[src/rtl/uart_tx_pkg.sv]
// Shared definitions for the UART transmit frame sequencer: mux select codes,
// FSM state encoding, parity type constants and small helper functions.
package uart_tx_pkg;

    localparam logic [1:0] SEL_START = 2'b00;
    localparam logic [1:0] SEL_STOP  = 2'b01;
    localparam logic [1:0] SEL_DATA  = 2'b10;
    localparam logic [1:0] SEL_PAR   = 2'b11;

    localparam logic PAR_EVEN = 1'b0;
    localparam logic PAR_ODD  = 1'b1;

    typedef enum logic [2:0] {
        StIdle,
        StStart,
        StData,
        StParity,
        StStop
    } state_e;

    // Mux select that must be on the line while the FSM sits in a given state.
    function automatic logic [1:0] sel_for_state(state_e st);
        logic [1:0] sel;
        sel = SEL_STOP;
        unique case (st)
            StStart:  sel = SEL_START;
            StData:   sel = SEL_DATA;
            StParity: sel = SEL_PAR;
            StIdle,
            StStop:   sel = SEL_STOP;
            default:  sel = SEL_STOP;
        endcase
        return sel;
    endfunction

    // Turns the XOR of a word into the transmitted parity bit.
    function automatic logic par_adjust(logic xor_v, logic par_typ);
        logic p;
        p = xor_v;
        case (par_typ)
            PAR_EVEN: p = xor_v;
            PAR_ODD:  p = ~xor_v;
            default:  p = xor_v;
        endcase
        return p;
    endfunction

    // Bit counter width; never below one bit so a 1-bit word still elaborates.
    function automatic int unsigned cnt_width(int unsigned w);
        return (w > 1) ? $clog2(w) : 1;
    endfunction

endpackage

[src/rtl/uart_tx_serializer.sv]
// Shift register and bit counter for the data phase of a UART frame.
// Loaded on accept; each shift presents the next LSB on a registered output.
module uart_tx_serializer
    import uart_tx_pkg::*;
#(
    parameter int unsigned DATA_WIDTH = 8
) (
    input  logic                  clk_i,
    input  logic                  rst_i,
    input  logic                  load_i,
    input  logic                  shift_i,
    input  logic                  adv_i,
    input  logic [DATA_WIDTH-1:0] data_i,
    output logic                  ser_data_o,
    output logic                  ser_done_o
);

    localparam int unsigned CntW = cnt_width(DATA_WIDTH);
    localparam logic [CntW-1:0] LastIdx = CntW'(DATA_WIDTH - 1);

    logic [DATA_WIDTH-1:0] shreg_d, shreg_q;
    logic [CntW-1:0]       cnt_d, cnt_q;
    logic                  ser_d, ser_q;

    always_comb begin
        shreg_d = shreg_q;
        cnt_d   = cnt_q;
        ser_d   = ser_q;
        if (load_i) begin
            shreg_d = data_i;
            cnt_d   = '0;
        end else begin
            if (shift_i) begin
                ser_d   = shreg_q[0];
                shreg_d = shreg_q >> 1;
            end
            // Saturates at the last index; the FSM leaves DATA on that cycle.
            if (adv_i && (cnt_q != LastIdx)) begin
                cnt_d = cnt_q + 1'b1;
            end
        end
    end

    always_ff @(posedge clk_i or posedge rst_i) begin
        if (rst_i) begin
            shreg_q <= '0;
            cnt_q   <= '0;
            ser_q   <= 1'b0;
        end else begin
            shreg_q <= shreg_d;
            cnt_q   <= cnt_d;
            ser_q   <= ser_d;
        end
    end

    assign ser_data_o = ser_q;
    assign ser_done_o = (cnt_q == LastIdx);

endmodule

[src/rtl/uart_tx_frame_ctrl.sv]
// UART transmit frame sequencer: drives the 4:1 output mux select through
// start, data (LSB first), optional parity and stop, one bit per baud clock.
module uart_tx_frame_ctrl
    import uart_tx_pkg::*;
#(
    parameter int unsigned DATA_WIDTH = 8
) (
    input  logic                  CLK,
    input  logic                  RST,
    input  logic [DATA_WIDTH-1:0] P_DATA,
    input  logic                  DATA_VALID,
    input  logic                  PAR_EN,
    input  logic                  PAR_TYP,
    output logic [1:0]            MUX_SEL,
    output logic                  SER_DATA,
    output logic                  PAR_BIT,
    output logic                  BUSY
);

    state_e     state_d, state_q;
    logic       par_en_d, par_en_q;
    logic       par_bit_d, par_bit_q;
    logic [1:0] mux_sel_d, mux_sel_q;
    logic       busy_d, busy_q;

    logic accept;
    logic ser_shift;
    logic ser_adv;
    logic ser_done;

    always_comb begin
        accept = DATA_VALID && ((state_q == StIdle) || (state_q == StStop));

        state_d = state_q;
        unique case (state_q)
            StIdle: begin
                if (accept) state_d = StStart;
            end
            StStart: state_d = StData;
            StData: begin
                if (ser_done) state_d = par_en_q ? StParity : StStop;
            end
            StParity: state_d = StStop;
            StStop: state_d = accept ? StStart : StIdle;
            default: state_d = StIdle;
        endcase

        // Frame options and parity are captured once so mid-frame input changes are inert.
        par_en_d  = accept ? PAR_EN : par_en_q;
        par_bit_d = accept ? par_adjust(^P_DATA, PAR_TYP) : par_bit_q;

        // Outputs are registered from the next state so they change on the accepting edge.
        mux_sel_d = sel_for_state(state_d);
        busy_d    = (state_d != StIdle);

        ser_shift = (state_d == StData);
        ser_adv   = (state_q == StData) && (state_d == StData);
    end

    always_ff @(posedge CLK or posedge RST) begin
        if (RST) begin
            state_q   <= StIdle;
            par_en_q  <= 1'b0;
            par_bit_q <= 1'b0;
            mux_sel_q <= SEL_STOP;
            busy_q    <= 1'b0;
        end else begin
            state_q   <= state_d;
            par_en_q  <= par_en_d;
            par_bit_q <= par_bit_d;
            mux_sel_q <= mux_sel_d;
            busy_q    <= busy_d;
        end
    end

    uart_tx_serializer #(
        .DATA_WIDTH(DATA_WIDTH)
    ) u_serializer (
        .clk_i      (CLK),
        .rst_i      (RST),
        .load_i     (accept),
        .shift_i    (ser_shift),
        .adv_i      (ser_adv),
        .data_i     (P_DATA),
        .ser_data_o (SER_DATA),
        .ser_done_o (ser_done)
    );

    assign MUX_SEL = mux_sel_q;
    assign PAR_BIT = par_bit_q;
    assign BUSY    = busy_q;

endmodule
[config.mk]
export PLATFORM = sky130hd
export DESIGN_NAME = uart_tx_frame_ctrl
export DESIGN_NICKNAME = d
export VERILOG_FILES = /design/src/rtl/uart_tx_pkg.sv /design/src/rtl/uart_tx_serializer.sv /design/src/rtl/uart_tx_frame_ctrl.sv
export SDC_FILE = /design/constraint.sdc
export NUM_CORES = 1
export LEC_CHECK = 0
export ABC_AREA = 1
export BUFFER_PORTS_ARGS = -buffer_cell sky130_fd_sc_hd__buf_2
export CORE_UTILIZATION = 53
export DETAILED_ROUTE_END_ITERATION = 16
export GPL_TIMING_DRIVEN = 0
export MAX_ROUTING_LAYER = met4
export PLACE_DENSITY_LB_ADDON = 0.15
export SLEW_MARGIN = 20
export SYNTH_ARGS = -nofsm -noshare
export SYNTH_HDL_FRONTEND = slang
export SYNTH_SLANG_ARGS = --single-unit
export TNS_END_PERCENT = 10
[constraint.sdc]
create_clock -name CLK -period 2 [get_ports CLK]
set_input_delay 0.3 -clock CLK [delete_from_list [all_inputs] [get_ports CLK]]
set_output_delay 0.3 -clock CLK [all_outputs]
set_load 0.01 [all_outputs]
---- After elaboration in Yosys (flattened, before gate mapping) ----
Index checks and enable logic that the tools add are counted.
storage, ports and cells
  bits of input ports ..................... 13
  bits in registers ....................... 20
  logic and storage cells ................. 42
  output and inout port bits .............. 5
cells by class
  mux-type cells .......................... 11
  bitwise logic cells ..................... 3
  $add $sub $neg .......................... 1
  reduce and logical (&&, ||, !) cells .... 10
  equal/unequal tests ..................... 9
operators with widths
  kind                                                                    number
  8-bit two-way mux                                                       2
  3-bit two-way mux                                                       5
  3-bit case mux with 5 select lines                                      1
  3-bit by 2-bit equality test with 1-bit output (second input constant)  4
  8-bit parity                                                            1
  3-bit by 1-bit equality test with 1-bit output (second input constant)  2
  3-bit equality test (second input constant)                             2
  2-bit case mux with 3 select lines                                      1
  2-bit nonzero test                                                      2
  3-bit by 1-bit adder with 3-bit output (second input constant)          1
  1-bit logical AND                                                       3
  3-bit logical NOT                                                       1
  3-bit != test (second input constant)                                   1
  1-bit NOT                                                               3
  3-bit nonzero test                                                      1
  1-bit case mux with 2 select lines                                      1
  2-bit AND reduction                                                     1
  1-bit logical OR                                                        1
  1-bit two-way mux                                                       1

---- Depth between registers and ports, before layout ----
  depth in word-level cells ............... 10
  mapped depth ............................ 10
  gate-level depth less buffers ........... 10

---- Cells and area by module ----
From an unflattened synthesis, not the netlist that was laid out.
second synthesis, totals
  cell total of the unflattened synthesis .. 130
  area total of the unflattened synthesis .. 1089.8 sq um
by module, submodules not included
  module              cells each  instances  area an instance (sq um)  seq. area each (sq um)
  uart_tx_serializer  69          1          608.1                     300.3
  uart_tx_frame_ctrl  61          1          481.7                     201.4

---- Least setup slack after synthesis ----
OpenSTA, ideal clock, no wires.
  path type ............................... reg2reg
  start point ............................. reg u_serializer.cnt_q[0]
  end point ............................... reg u_serializer.shreg_q[4]
  arrival ................................. 1435 ps
  stages on the path, launching flop included .. 11
  setup slack ............................. 444 ps
  setup time .............................. 121 ps
  clock period less this slack ............ 1556 ps
  buffers on the path ..................... 0
  required time ........................... 1879 ps
  cell sequence ........................... dfrtp_1 ha_1 ha_1 nor2_1 nor2_2 o21ai_2 nand2_4 nor2_8 nor2_8 nand2_1 nand2_1
between the ends
  longest elaborated chain between the ends .. 5
RTL lines
  item                                            line                      source
  start, declared                                 uart_tx_serializer.sv:22  logic [CntW-1:0] cnt_d, cnt_q;
  start signal, assigned                          uart_tx_serializer.sv:51  cnt_q <= cnt_d;
  3-bit equality test                             uart_tx_serializer.sv:57  assign ser_done_o = (cnt_q == LastIdx);
  3-bit two-way mux                               uart_tx_frame_ctrl.sv:41  if (ser_done) state_d = par_en_q ? StParity : StStop;
  3-bit case mux with 5 select lines              uart_tx_frame_ctrl.sv:35  unique case (state_q)
  3-bit by 2-bit equality test with 1-bit output  uart_tx_frame_ctrl.sv:56  ser_shift = (state_d == StData);
  2-bit nonzero test (no line)                    --
  end signal, assigned                            uart_tx_serializer.sv:50  shreg_q <= shreg_d;
  end, declared                                   uart_tx_serializer.sv:21  logic [DATA_WIDTH-1:0] shreg_d, shreg_q;
No other way between the ends.
A chain may end at the register's enable or synchronous reset.

---- Worst setup path in the final report ----
  start point ............................. reg u_serializer.cnt_q[0]
  end point ............................... reg u_serializer.shreg_q[0]
The elaborated chain is that of the path after synthesis.

==> metrics.txt <==
Max Fclk=around 600 MHz; largest net degree at the start of global routing=21; setup repair after global routing missed its margin=false; Top Ports=18; Reg clk slew, reported paths=0.12 ns; post-CTS setup buffers=0; cts hold-fix bufs=0; Netlist cell types=21; relative slew slack=51.15%; Psw=0.0007821 W; total CTS buffers=3; Die ar.=2096 µm²; gr usage total=20.98%; Starting Density=57.59%; routed vias=865; Slew @ Worst Pin=0.7319 ns; final worst path period share=85.81%; Core Area=around 1800 µm²; Max IR drop VDD=slightly below 1000 µV; dpl cells=171; sequential area share after synthesis=49.38%; Tmin final=between 1.5 and 2 ns; post-CTS sizing=0; Die Ht=45.78 µm; Max Slew Vio Count=0; clk root buf=clkbuf_4; CTS tree=yes; Lkg Pwr=a little under 0.7 nW; #FFs+latches synth=20; Final WS setup=around 0.28 ns; iteration-0 DRC count of the detailed router=18; Antenna diodes=0; status=complete, no violations; vias in the first global route=a little over 700; worst path cell trace=ha_1, ha_1, nor2_1, nor2_2, o21ai_2, nand2_4, nor2_8, nor2_8, nand2_1, nand2_1; Area Overhead vs Synth=16.63%; Setup-failing EPs final=0; sequential power share=37.3%; Arr. time, crit path=around 1.9 ns; Die X=about 46 µm; vias per cell=between 4 and 5; max incr delay on CP=approximately 0.42 ns; cell area after layout=around 1200 µm²; syn_area_per_cell=around 8 µm²; worst clock skew=0.004969 ns; Worst Setup Path Type=register to register; drt wl/cell=around 10 µm; Hold Path Class=primary input to async pin; buffers added on ports=17; Tot Pwr=roughly 0.0019 W; Pre-antenna DRT Iters=4; max cap viols=0; YS warnings=0; RePlAce Congestion=~0.66; CP required=about 2.2 ns; Clock power frac=17.2%; wirelength, routed=~1800 µm; DP Area=about 1100 µm²; fin nets=166; power per cell area=1616 nW/µm²; Fin Setup TNS=0 ns; clk sink count=20; layout cells sized above 1=20.00%; Setup WS pre-CTS=0.2951 ns; H-tree Lvls=1; maximum root-to-sink buffer count=2; Slowest-stage cell, CP=dfrtp_1; critical path peak fanout=9; internal power=~0.0011 W; initial antenna violation count=0; # DRC=0; GRT overflow=0; Synth Instances=129; Comb pwr share=45.5%; startpoint types=register; Post-Layout Cell Count=175; Sw Ratio=40.86%; first-pass GRT wire length=2960 µm; crit path capture type=register; Final Hold Vio Count=0; syn_nets=144; row cnt=15; post-route ant nets=0; mapped cell area=1016 µm²; Detail Placement HPWL=1359 µm; worst skew pair latency=around 0.3 ns
-- synthesized netlist by cell type --
library cell	number	area, µm²
a21boi_1	1	7.510
a21oi_1	6	30.03
buf_2	1	5.000
dfrtp_1	19	475.5
dfstp_2	1	26.28
ha_1	2	25.02
inv_1	15	56.30
inv_2	1	3.750
nand2_1	46	172.7
nand2_2	1	6.260
nand2_4	1	11.26
nand3_1	5	25.02
nor2_1	18	67.56
nor2_2	1	6.260
nor2_8	2	40.04
o211ai_1	1	7.510
o21a_1	1	7.510
o21ai_0	4	20.02
o21ai_1	1	5.000
o21ai_2	1	8.760
xor2_1	1	8.760
-- worst paths after layout --
| kind | startpoint | endpoint | slack [ns] | depth (start not counted) |
|---|---|---|---|---|
| setup / recovery | u_serializer.cnt_q[0] | u_serializer.shreg_q[0] | 0.28 | 10 |
| hold / removal | RST | MUX_SEL[1] | 0.1 | 2 |
| setup reg to reg | u_serializer.cnt_q[0] | u_serializer.shreg_q[0] | 0.28 | 10 |
| hold reg to reg | state_q[2] | state_q[2] | 0.49 | 1 |
| max in group asynchronous | RST | PAR_BIT | 1.44 | 2 |
| min in group CLK | PAR_EN | par_en_q | 0.21 | 3 |
-- metal layers --
layer	track usage, %	vias to the layer above	wire length [µm]
li1	-	442	-
met5	-	-	0
met2	30.57	23	845
met3	4.762	6	88
met1	28.90	394	832
met4	7.059	0	21
-- state kept, by name (all words and copies together), names as in the netlist --
register / cells
u_serializer.ser_data_o: 1
PAR_BIT: 1
u_serializer.shreg_q: 8
BUSY: 1
u_serializer.cnt_q: 3
MUX_SEL: 2
state_q: 3
par_en_q: 1
-- logic make-up (layout without fill, tap and decap cells) --
family                   after synthesis  after routing  synth area share (%)
adder cells (fa/ha/maj)                2              2                 2.463
AO/OA/AOI/OAI                         15             15                 8.498
flip-flops                            20             20                 49.39
buffers and inverters                 17             38                 6.403
AND/OR/NAND/NOR                       74             74                 32.39
XOR/XNOR                               1              1                0.8622
-- metrics by stage --
step                      hold WS (ns)  utilization [%]
after floorplan                 0.2631                -
after global placement          0.4523            64.18
after detailed placement        0.4542            64.18
after CTS                       0.1108            67.16
after global routing            0.1572            67.16
final                          0.09599            67.16
-- worst max-delay path: cells and delay by family, from the launching register on --
kind / cells / cell delay [ns]
compound gates: 1 / 0.10
fa+ha+maj: 2 / 0.40
simple gates: 7 / 0.69
flops: 1 / 0.42
-- final cells by class --
cell class | count | area [µm²]
fillers | 177 | 579.3
flip-flops and latches | 20 | 501.7
multi-input cells | 92 | 449.2
repair buffers | 17 | 85.08
inverters | 16 | 60.06
well taps | 25 | 31.28
clock inverters | 1 | 30.03
clock buffers | 3 | 22.52
plain buffers | 1 | 5.005
-- layout by cell type (no fill, tap or decap) --
cell type	netlist	final
a21oi_1	6	6
ha_1	2	2
clkbuf_4	0	3
o21ai_1	1	1
a21boi_1	1	1
dfrtp_1	19	19
nor2_2	1	1
nand2_1	46	46
nand2_4	1	1
nor2_1	18	18
bufinv_16	0	1
inv_2	1	1
nand3_1	5	5
inv_1	15	15
xor2_1	1	1
nand2_2	1	1
buf_2	1	18
nor2_8	2	2
o211ai_1	1	1
o21ai_0	4	4
o21ai_2	1	1
dfstp_2	1	1
o21a_1	1	1
-- power by group through the flow --
stage / registers, W / logic [W] / clock network (W)
finish: 0.000714 / 0.000871 / 0.000330
global route: 0.000736 / 0.00100 / 0.000352
CTS: 0.000716 / 0.000881 / 0.000339
floorplan: 0.000728 / 0.000659 / 0
global placement: 0.000713 / 0.000838 / 0
detailed placement: 0.000725 / 0.000876 / 0
Note: power is estimated with default switching activity, not from simulation.
